**src/rtl/change_dispenser.sv**
```systemverilog
// Change dispenser: queues nickel/dime change requests and drives two coin hoppers
// through an eject/sensed handshake, tracking inventory, shortfall, overflow and jams.
module change_dispenser #(
    parameter int unsigned CNT_W      = 8,
    parameter int unsigned PEND_W     = 4,
    parameter int unsigned TIMEOUT    = 255,
    parameter int unsigned LOW_THRESH = 4
) (
    input  logic             clk,
    input  logic             reset,
    input  logic             nickel_req,
    input  logic             dime_req,
    input  logic             two_dime_req,
    output logic             nickel_eject,
    input  logic             nickel_sensed,
    output logic             dime_eject,
    input  logic             dime_sensed,
    input  logic             load_valid,
    input  logic [CNT_W-1:0] load_nickels,
    input  logic [CNT_W-1:0] load_dimes,
    output logic [CNT_W-1:0] nickel_count,
    output logic [CNT_W-1:0] dime_count,
    output logic             nickel_low,
    output logic             dime_low,
    output logic             busy,
    output logic             shortfall,
    output logic             req_overflow,
    output logic             fault
);

    localparam int unsigned TMR_W = $clog2(TIMEOUT + 1);
    localparam int unsigned PSUM_W = PEND_W + 2;
    localparam int unsigned CSUM_W = CNT_W + 2;

    typedef enum logic [1:0] {IDLE, WAIT_N, WAIT_D, FAULT} state_t;

    state_t            state, state_next;
    logic [PEND_W-1:0] pend_n, pend_d, pend_n_next, pend_d_next;
    logic [TMR_W-1:0]  timer;
    logic [CNT_W-1:0]  nickel_count_next, dime_count_next;
    logic [1:0]        inc_n, inc_d;
    logic              pay_n, pay_d, sub_d, short_n, short_d;
    logic              ovf_n, ovf_d;

    // Net pending update: current + requests - served, saturating with overflow flag
    function automatic logic [PEND_W-1:0] pend_upd(input logic [PEND_W-1:0] cur,
                                                    input logic [1:0] inc,
                                                    input logic dec,
                                                    output logic ovf);
        logic [PSUM_W-1:0] sum;
        sum = PSUM_W'(cur) + PSUM_W'(inc) - PSUM_W'(dec);
        ovf = (sum > PSUM_W'({PEND_W{1'b1}}));
        return ovf ? {PEND_W{1'b1}} : PEND_W'(sum);
    endfunction

    function automatic logic [CNT_W-1:0] cnt_upd(input logic [CNT_W-1:0] cur,
                                                  input logic [CNT_W-1:0] add,
                                                  input logic dec);
        logic [CSUM_W-1:0] sum;
        sum = CSUM_W'(cur) + CSUM_W'(add) - CSUM_W'(dec);
        return (sum > CSUM_W'({CNT_W{1'b1}})) ? {CNT_W{1'b1}} : CNT_W'(sum);
    endfunction

    always_ff @(posedge clk) begin
        if (reset) state <= IDLE;
        else       state <= state_next;
    end

    // Next state plus the one-per-cycle IDLE decision strobes
    always_comb begin
        state_next = state;
        pay_n      = 1'b0;
        pay_d      = 1'b0;
        sub_d      = 1'b0;
        short_n    = 1'b0;
        short_d    = 1'b0;
        case (state)
            IDLE: begin
                if (pend_d != '0) begin
                    if (dime_count != '0)                  state_next = WAIT_D;
                    else if (nickel_count >= CNT_W'(2))    sub_d      = 1'b1;
                    else                                   short_d    = 1'b1;
                end else if (pend_n != '0) begin
                    if (nickel_count != '0)                state_next = WAIT_N;
                    else                                   short_n    = 1'b1;
                end
            end
            WAIT_N: begin
                if (nickel_sensed) begin
                    pay_n      = 1'b1;
                    state_next = IDLE;
                end else if (timer == TMR_W'(TIMEOUT - 1)) begin
                    state_next = FAULT;
                end
            end
            WAIT_D: begin
                if (dime_sensed) begin
                    pay_d      = 1'b1;
                    state_next = IDLE;
                end else if (timer == TMR_W'(TIMEOUT - 1)) begin
                    state_next = FAULT;
                end
            end
            default: state_next = FAULT;
        endcase
    end

    // Datapath next values; a dime substitution queues two extra nickels
    always_comb begin
        inc_n = 2'(nickel_req) + (sub_d ? 2'd2 : 2'd0);
        inc_d = 2'(dime_req) + (two_dime_req ? 2'd2 : 2'd0);
        ovf_n = 1'b0;
        ovf_d = 1'b0;
        pend_n_next = pend_upd(pend_n, inc_n, pay_n | short_n, ovf_n);
        pend_d_next = pend_upd(pend_d, inc_d, pay_d | sub_d | short_d, ovf_d);
        nickel_count_next = cnt_upd(nickel_count, load_valid ? load_nickels : {CNT_W{1'b0}}, pay_n);
        dime_count_next   = cnt_upd(dime_count, load_valid ? load_dimes : {CNT_W{1'b0}}, pay_d);
    end

    always_ff @(posedge clk) begin
        if (reset) begin
            pend_n       <= '0;
            pend_d       <= '0;
            timer        <= '0;
            nickel_count <= '0;
            dime_count   <= '0;
            nickel_eject <= 1'b0;
            dime_eject   <= 1'b0;
            nickel_low   <= 1'b1;
            dime_low     <= 1'b1;
            busy         <= 1'b0;
            shortfall    <= 1'b0;
            req_overflow <= 1'b0;
            fault        <= 1'b0;
        end else begin
            pend_n       <= pend_n_next;
            pend_d       <= pend_d_next;
            // Timer restarts from zero on every WAIT entry
            timer        <= ((state_next == WAIT_N || state_next == WAIT_D) && state_next == state)
                            ? timer + TMR_W'(1) : '0;
            nickel_count <= nickel_count_next;
            dime_count   <= dime_count_next;
            nickel_eject <= (state_next == WAIT_N);
            dime_eject   <= (state_next == WAIT_D);
            nickel_low   <= (nickel_count_next <= CNT_W'(LOW_THRESH));
            dime_low     <= (dime_count_next <= CNT_W'(LOW_THRESH));
            busy         <= (state_next != IDLE) || (pend_n_next != '0) || (pend_d_next != '0);
            shortfall    <= shortfall | short_n | short_d;
            req_overflow <= req_overflow | ovf_n | ovf_d;
            fault        <= fault | (state_next == FAULT);
        end
    end

endmodule
```
**config.mk**
```make
export PLATFORM = sky130hd
export DESIGN_NAME = change_dispenser
export DESIGN_NICKNAME = d
export VERILOG_FILES = /design/src/rtl/change_dispenser.sv
export SDC_FILE = /design/constraint.sdc
export NUM_CORES = 1
export LEC_CHECK = 0
export BUFFER_PORTS_ARGS = -buffer_cell sky130_fd_sc_hd__buf_2
export CORE_UTILIZATION = 55
export DETAILED_ROUTE_END_ITERATION = 10
export HOLD_SLACK_MARGIN = 0.12
export PLACE_DENSITY_LB_ADDON = 0.3
export REMOVE_ABC_BUFFERS = 1
export SYNTH_ARGS = -nofsm -noshare
export SYNTH_HDL_FRONTEND = slang
export SYNTH_SLANG_ARGS = --single-unit
export TNS_END_PERCENT = 50
```
**constraint.sdc**
```tcl
create_clock -name clk -period 4.6 [get_ports clk]
set_input_delay 0.69 -clock clk [delete_from_list [all_inputs] [get_ports clk]]
set_output_delay 0.69 -clock clk [all_outputs]
set_load 0.03 [all_outputs]
```
Word-level counts from Yosys, hierarchy flattened
Cells that the tools add are included.
{ "word_totals": {"out_inout_bits": 24, "elab_cells": 93, "input_bits": 24, "regBits": 42} }
{ "classes": {"mux": 32, "addsub": 11, "n_eq_ne": 7, "magnitude_cmp": 7, "bitwise_logic": 9, "n_reduce_logical": 13} }
{ "op_table": {"columns": ["cell", "n"], "rows": [
  ["8-bit 2-to-1 mux", 4],
  ["10-bit by 8-bit greater-than comparator with 1-bit output, second input constant", 2],
  ["9-bit by 1-bit subtractor with 10-bit output", 2],
  ["8-bit by 8-bit adder with 9-bit output", 2],
  ["2-bit 2-to-1 mux", 9],
  ["8-bit by 3-bit <= comparator with 1-bit output, second input constant", 2],
  ["1-bit 2-to-1 mux", 16],
  ["4-bit nonzero test", 4],
  ["8-bit nonzero test", 2],
  ["6-bit by 4-bit greater-than comparator with 1-bit output, second input constant", 2],
  ["5-bit by 1-bit subtractor with 6-bit output", 2],
  ["4-bit by 2-bit adder with 5-bit output", 2],
  ["8-bit by 1-bit adder with 8-bit output, second input constant", 1],
  ["8-bit == test, second input constant", 1],
  ["8-bit by 2-bit greater-or-equal comparator with 1-bit output, second input constant", 1],
  ["4-bit 2-to-1 mux", 2],
  ["1-bit OR", 8],
  ["2-bit == test, second input constant", 3],
  ["2-bit case mux with 3 select lines", 1],
  ["1-bit by 2-bit adder with 2-bit output", 2],
  ["2-bit by 1-bit == test with 1-bit output, second input constant", 2],
  ["1-bit logical OR", 3],
  ["2-bit == test", 1],
  ["2-bit zero test", 1],
  ["other kinds (4)", 4]
]} }

Depth between registers and ports, before layout
Gate-level depths: netlist of run 1.
{ "depth": {"depth_word": 14, "mapped_depth": 16} }

Worst setup path after synthesis of run 1
OpenSTA, ideal clock, no wires.
{ "synth_timing": {"path_kind": "input to register", "from": "input port load_valid", "to": "register nickel_low", "stages": 14, "setup_ns": 0.060, "arrival_ns": 3.331, "setup_slack_ns": 1.209, "t_required_ns": 4.540, "path_cell_list": "clkbuf_1 -> clkbuf_1 -> nand2_1 -> ha_1 -> inv_1 -> ha_1 -> inv_1 -> fa_1 -> nor2b_4 -> o31a_1 -> o21a_1 -> mux2_4 -> nor4_4 -> a41o_1"} }
{ "synth_via": {"elab_chain_cells": 6} }
{ "synth_lines": {"columns": ["element", "line_no", "text"], "rows": [
  ["start: declaration", "18", "input logic load_valid,"],
  ["8-bit 2-to-1 mux (*)", "116", "nickel_count_next = cnt_upd(nickel_count, load_valid ? load_nickels : {CNT_W{1'b0}}, pay_n);"],
  ["8-bit by 8-bit adder with 9-bit output (*)", "60", "sum = CSUM_W'(cur) + CSUM_W'(add) - CSUM_W'(dec);"],
  ["9-bit by 1-bit subtractor with 10-bit output (*)", "60", null],
  ["10-bit by 8-bit greater-than comparator with 1-bit output", "61", "return (sum > CSUM_W'({CNT_W{1'b1}})) ? {CNT_W{1'b1}} : CNT_W'(sum);"],
  ["8-bit 2-to-1 mux (*)", "61", null],
  ["8-bit by 3-bit <= comparator with 1-bit output (*)", "145", "nickel_low <= (nickel_count_next <= CNT_W'(LOW_THRESH));"],
  ["end signal: assignment", "145", null],
  ["end: declaration", "23", "output logic nickel_low,"]
]} }
Every way passes the cells marked *; elsewhere a longest branch is shown, timed or not.
A chain may end at the register's enable or synchronous reset.

Worst setup path in the final report of run 1
{ "layout_timing": {"from": "register pend_d[2]", "to": "register busy"} }
{ "layout_via": {"elab_chain_cells": 12} }
{ "layout_lines": {"columns": ["element", "line_no", "text"], "rows": [
  ["start: declaration", "38", "logic [PEND_W-1:0] pend_n, pend_d, pend_n_next, pend_d_next;"],
  ["start signal: assignment", "137", "pend_d <= pend_d_next;"],
  ["4-bit nonzero test", "79", "if (pend_d != '0) begin"],
  ["1-bit 2-to-1 mux", "79", null],
  ["1-bit 2-to-1 mux", "77", "case (state)"],
  ["2-bit 2-to-1 mux", "110", "inc_n = 2'(nickel_req) + (sub_d ? 2'd2 : 2'd0);"],
  ["1-bit by 2-bit adder with 2-bit output", "110", null],
  ["4-bit by 2-bit adder with 5-bit output", "51", "sum = PSUM_W'(cur) + PSUM_W'(inc) - PSUM_W'(dec);"],
  ["5-bit by 1-bit subtractor with 6-bit output", "51", null],
  ["6-bit by 4-bit greater-than comparator with 1-bit output", "52", "ovf = (sum > PSUM_W'({PEND_W{1'b1}}));"],
  ["4-bit 2-to-1 mux", "53", "return ovf ? {PEND_W{1'b1}} : PEND_W'(sum);"],
  ["4-bit nonzero test", "147", "busy <= (state_next != IDLE) || (pend_n_next != '0) || (pend_d_next != '0);"],
  ["1-bit logical OR", "147", null],
  ["1-bit logical OR (*)", "147", null],
  ["end signal: assignment", "147", null],
  ["end: declaration", "25", "output logic busy,"]
]} }
Marked as above.

==> results of run 1 <==
[final cells by class]
class | count | area [um^2] | area share
multi-input cells | 268 | 2020 | 0.564
flip-flops and latches | 42 | 841 | 0.234
inverters | 82 | 308 | 0.0858
repair buffers | 47 | 235 | 0.0656
well taps | 72 | 90.1 | 0.0251
clock buffers | 5 | 68.8 | 0.0192
clock inverters | 3 | 21.3 | 0.00593
[worst reg2reg max path: cells and delay by family, from the launching register on]
kind | cells | cell delay, ns
compound gates | 5 | 1.04
xor+xnor | 1 | 0.09
fa+ha+maj | 4 | 0.97
buf+inv | 4 | 0.28
flops | 1 | 0.34
simple gates | 2 | 0.52
[sequential cells by signal, indices dropped and copies added (netlist names)]
signal,count
nickel_eject,1
dime_low,1
shortfall,1
pend_n,4
dime_count,8
nickel_low,1
nickel_count,8
timer,8
req_overflow,1
state,2
fault,1
dime_eject,1
busy,1
pend_d,4
[per-stage QoR]
step	cell area, um^2	util	hold slack (ns)
after floorplan	3170	-	0.430
after global placement	3500	0.631	0.443
after detailed placement	3500	0.631	0.454
after CTS	3590	0.647	0.476
after global routing	3590	0.647	0.494
final	3590	0.647	0.474
[cell families (layout without fill, tap and decap cells)]
group,Yosys count,in the layout,synth area share
flops,42,42,0.263
mux,2,2,0.00782
simple gates,109,109,0.175
fa+ha+maj,58,58,0.236
compound gates,78,78,0.156
xor+xnor,21,21,0.0575
buf+inv,89,137,0.104
[cells in the final DEF (no fill, tap or decap), drive strengths merged, types with 7 or more instances in the layout]
| cell | n |
|---|---|
| o21ai | 8 |
| dfxtp | 42 |
| nor4 | 7 |
| inv | 82 |
| nand2 | 25 |
| buf | 47 |
| nand3 | 8 |
| nor2 | 36 |
| xnor2 | 12 |
| xor2 | 9 |
| ha | 54 |
| a21oi | 39 |
[worst max path at each step]
| stage | startpoint | end | slack [ns] | cells past startpoint |
|---|---|---|---|---|
| after global placement | load_valid | nickel_count[6] | 1.21 | 13 |
| final | pend_d[2] | busy | 1.22 | 16 |
| after floorplan | pend_d[2] | busy | 1.60 | 16 |
| after CTS | pend_d[2] | busy | 1.20 | 16 |
| after detailed placement | load_valid | nickel_count[6] | 1.17 | 13 |
| after global routing | pend_d[2] | busy | 0.90 | 16 |
[layer usage]
layer	wire (um)	track usage	vias up
li1	-	-	1414
met1	3070	0.284	1264
met2	3230	0.419	70
met3	255	0.0407	10
met4	71	0.0574	0
met5	0	0	-
==> flow_metrics.py, run 1 <==
metrics = {
    "floorplanning": {
        "dieWidth_um": 78.3,
        "fp-row-count": 27,
        "die_area_um2": 6120,
        "initial_core_util": 0.577,
        "coreArea_um2": 5540,
        "ioPinCount": 48,
        "die_h_um": 78.3,
    },
    "sta": {
        "finalMaxSlewViolations": 0,
        "period_needed_ns": 3.38,
        "fin_setup_tns_ns": 0,
        "fin_ws_ns": 1.22,
        "max_freq_mhz": 296,
        "hold_violations": 0,
        "finalCritPeriodShare": 0.736,
        "worst_pin_slew_ns": 0.615,
        "rsz0062_at_grt": "no",
        "setup_viol": 0,
        "fin_worst_skew_ns": 0.0111,
        "relSlewSlack": 0.590,
    },
    "placement": {
        "portBuffers": 47,
        "post-dp-hpwl_um": 5310,
        "pre_cts_ws_ns": 1.17,
        "gp_congestion": 0.840,
        "dp_cells": 511,
    },
    "clock_tree": {
        "cts_buffer_depth": 2,
        "numCtsBuffers": 5,
        "ctsHoldBuffers": 0,
        "clk_root_buffer_cell": "clkbuf_8",
        "cts_sinks": 42,
        "clk_latency_ns": 0.29,
        "clk_pin_slew_worst_paths_ns": 0.09,
        "post_cts_buffers": 0,
        "post_cts_resized": 0,
        "cts_tree": "done",
        "htreeDepth": 2,
    },
    "grt": {
        "grt.overflow.total": 0,
        "grt_pass1_wl_um": 11400,
        "grt_usage": 0.232,
        "antenna_found_initial": 0,
        "grt_max_degree": 36,
        "grt_pass1_vias": 2724,
    },
    "drt": {
        "wire_per_inst_um": 12.8,
        "wirelength_um": 6630,
        "dr.pass1.iters": 4,
        "drtIter0Drc": 150,
        "postRouteAntennaNets": 0,
        "drcViolationCount": 0,
        "vias": 2758,
        "avgViaCountPerCell": 5.31,
    },
    "worst_setup_path": {
        "required_ns": 4.74,
        "timing.rr.start": "pend_d[2]",
        "crit_arrival_ns": 3.52,
        "cp-end-kind": "flip-flop",
        "crit_top_cell": "inv_1",
        "rrSetupSlack_ns": 1.22,
        "crit_slowest_cell": "fa_1",
        "path_max_fanout": 6,
        "critPathKind": "reg -> reg",
        "crit_chain": "inv_1 -> ha_1 -> nor3b_1 -> nor3_1 -> a31o_2 -> ha_1 -> inv_1 -> ha_1 -> inv_1 -> fa_1 -> inv_1 -> a21oi_1 -> o21bai_1 -> xnor2_1 -> a21oi_1 -> a41oi_1",
        "critPathTopFamily": "compound AO/OA/AOI/OAI gates",
        "cp_num_buf_inv": 4,
        "ff2ff_path_depth": 16,
        "cpPeakStageDelay_ns": 0.39,
        "cp-start-kind": "flip-flop",
        "r2r_end": "busy",
    },
    "synthesis": {
        "yosysMostFrequentCell": "inv_1",
        "synth.avg_cell_area_um2": 8.02,
        "synth.yosys.seq_area_share": 0.263,
        "synth_edf_count": 0,
        "synth_top_area_frac": 0.263,
        "yosysWarnings": 0,
        "async_flop_share": 0,
        "syn_inst": 399,
        "ys_ff_latch": 42,
        "yosysTopAreaCell": "dfxtp_1",
        "synth.area.top_cells": "dfxtp_1 (26%), ha_1 (21%), inv_1 (9.6%), a21oi_1 (5.9%), nor2_1 (4.2%)",
        "synthTopCellsByCount": "inv_1 (82), ha_1 (54), dfxtp_1 (42)",
        "ys_types": 48,
        "netlist_area_um2": 3200,
        "ys.flop_type": "dfxtp_1",
    },
    "layout": {
        "antenna_cells": 0,
        "final_cells": 519,
        "area_growth_pct": 12.2,
        "nets": 528,
        "fill_cells": 500,
        "drive_gt1_frac": 0.148,
    },
    "worst_hold_path": {
        "min_from": "fault",
        "hp-class": "reg -> reg",
        "hold_depth": 2,
        "hold_end": "fault",
    },
    "status": {
        "status": "finished, final reports clean",
    },
    "job": {
        "cap_violations": 0,
    },
}
Power of run 1 is left out: the tool's default activity adds up to more than one toggle a clock period on the data nets, which glitch-free logic cannot reach.
==> run 2: changes to the inputs <==
Settings changed: ABC_AREA set to 1, CORE_UTILIZATION 55 to 53.
Clock period 4.6 ns to 3.1 ns, I/O delays scaled along.
==> flow_metrics.py, run 2 <==
metrics = {
    "status": {
        "status": "finished, final reports clean",
    },
    "sta": {
        "fin_worst_skew_ns": 0.00815,
        "max_freq_mhz": 349,
        "period_needed_ns": 2.87,
        "worst_pin_slew_ns": 0.519,
        "hold_violations": 0,
        "finalCritPeriodShare": 0.925,
        "relSlewSlack": 0.654,
        "fin_setup_tns_ns": 0,
        "setup_viol": 0,
        "finalMaxSlewViolations": 0,
    },
    "clock_tree": {
        "clk_latency_ns": 0.30,
        "clk_root_buffer_cell": "clkbuf_8",
        "numCtsBuffers": 5,
        "htreeDepth": 2,
        "clk_pin_slew_worst_paths_ns": 0.09,
        "cts_sinks": 42,
        "cts_buffer_depth": 2,
        "cts_tree": "done",
    },
    "synthesis": {
        "synth_xor_area_frac": 0.0389,
        "synth_top_family_by_area": "simple AND/OR/NAND/NOR gates",
        "yosysMostFrequentCell": "inv_1",
        "syn_inst": 507,
        "synth.yosys.seq_area_share": 0.249,
        "synth.area.top_cells": "dfxtp_1 (25%), ha_1 (20%), inv_1 (13%), nand2_1 (13%), nor2_1 (6.7%)",
        "yosysWarnings": 0,
        "synth_compound_area_frac": 0.0566,
        "synth_top_area_frac": 0.249,
        "synth_edf_count": 0,
        "synth.avg_cell_area_um2": 6.67,
        "synthTopCellsByCount": "inv_1 (118), nand2_1 (116), nor2_1 (60)",
        "async_flop_share": 0,
        "ys_types": 32,
        "muxShareOfSynthArea": 0,
        "ys.flop_type": "dfxtp_1",
        "synth-simple-area-share": 0.294,
        "ys_ff_latch": 42,
        "synthAdderAreaFrac": 0.224,
        "yosysTopAreaCell": "dfxtp_1",
        "netlist_area_um2": 3380,
    },
    "floorplanning": {
        "initial_core_util": 0.561,
        "coreArea_um2": 6030,
        "die_h_um": 81.9,
        "ioPinCount": 48,
        "fp-row-count": 28,
        "die_area_um2": 6700,
        "dieWidth_um": 81.9,
    },
    "worst_hold_path": {
        "hp-class": "reg -> reg",
        "min_from": "timer[0]",
    },
    "drt": {
        "wire_per_inst_um": 11.1,
        "vias": 3129,
        "postRouteAntennaNets": 0,
        "wirelength_um": 7080,
        "dr.pass1.iters": 5,
        "avgViaCountPerCell": 4.91,
        "drtIter0Drc": 96,
        "drcViolationCount": 0,
    },
    "placement": {
        "gp_congestion": 0.861,
        "post-dp-hpwl_um": 5810,
        "dp_cells": 627,
        "portBuffers": 47,
    },
    "grt": {
        "antenna_found_initial": 0,
        "grt_usage": 0.226,
        "grt_pass1_wl_um": 11700,
        "grt_pass1_vias": 2901,
        "grt_max_degree": 29,
        "grt.overflow.total": 0,
    },
    "worst_setup_path": {
        "crit_arrival_ns": 3.10,
        "required_ns": 3.34,
        "startpoint": "dime_count[6]",
        "critPathKind": "reg -> reg",
        "cp-end-kind": "flip-flop",
        "cp-start-kind": "flip-flop",
        "path_max_fanout": 5,
        "timing.rr.start": "dime_count[6]",
    },
    "layout": {
        "fill_cells": 584,
        "largest_registers": "dime_count: 8 flops, nickel_count: 8 flops, timer: 8 flops",
        "final_cell_mix": "nand2_1 (116), inv_1 (115), nor2_1 (56)",
        "multi_input_area_um2": 2100,
        "area_growth_pct": 13.9,
        "drive_gt1_frac": 0.146,
        "nets": 643,
        "seq_area_um2": 841,
        "antenna_cells": 0,
        "final_cells": 637,
        "final_common_cell": "nand2_1",
    },
    "job": {
        "cap_violations": 0,
    },
}
## run 2: cell types whose count changed after synthesis, moves of 5 or more
cell | before | now
nand2_1 | 25 | 116
a21oi_1 | 38 | 24
nand2b_1 | 5 | 0
inv_1 | 82 | 118
a21o_1 | 5 | 0
nor2_1 | 36 | 60
nand3_1 | 8 | 29
## run 2: layer usage
layer	global-route usage	part of all wire
met1	0.248	0.44
met2	0.436	0.52
met3	0.0444	0.037
met5	0	0
met4	0.0579	0.0038
## run 2: stage by stage
step	setup slack (ns)	hold slack, ns	area (um^2)	util
2_1_floorplan	0.275	0.430	3360	-
3_3_place_gp	0.171	0.446	3710	0.616
3_5_place_dp	0.100	0.459	3710	0.616
4_1_cts	0.0818	0.480	3800	0.631
5_1_grt	-0.0115	0.515	3850	0.639
6_report	0.231	0.474	3850	0.639
## run 2: worst paths after layout
path / endpoint / slack (ns) / cells past startpoint
worst max-delay path: busy / 0.23 / 18
worst min-delay path: timer[0] / 0.47 / 1
worst max register to register: busy / 0.23 / 18
worst min register to register: timer[0] / 0.47 / 1
## run 2: layout make-up
| type | count | share of cell area |
|---|---|---|
| sequential | 42 | 0.218 |
| clock inverter | 3 | 0.00553 |
| inverter | 119 | 0.116 |
| timing repair buffer | 52 | 0.0709 |
| clock buffer | 5 | 0.0179 |
| tap | 75 | 0.0244 |
| multi-input combinational | 341 | 0.547 |
## run 2: worst max-delay path: stages (launching register included)
cell and delay, ns:
dfxtp_1 0.32, inv_1 0.09, nand2_1 0.08, nor3_1 0.14, nand4_1 0.18, nor3_2 0.15, buf_4 0.13, nand2_1 0.06
ha_1 0.27, inv_1 0.06, fa_1 0.45, a21oi_1 0.14, o21bai_1 0.09, or2_2 0.29, nand3_2 0.14, nor2_2 0.05
nand2_1 0.05, nor2_1 0.04, nor2_1 0.07
## run 2: repair_timing
item / 4_1_cts / 5_1_grt
setup buffers: 0 / 2
resized for setup: 0 / 12
hold buffers: 0 / 0
endpoints found under the hold margin: 0 / 0
setup endpoints to repair: 0 / 11
## run 2: cells by family after synthesis
| family | Yosys count |
|---|---|
| DFF | 42 |
| xor gates and xnor gates | 15 |
| and+or+nand+nor | 232 |
| AOI/OAI and AO/OA | 36 |
| adders and majority gates | 58 |
| buffers and inverters | 124 |
Power of run 2 is left out for the same reason.
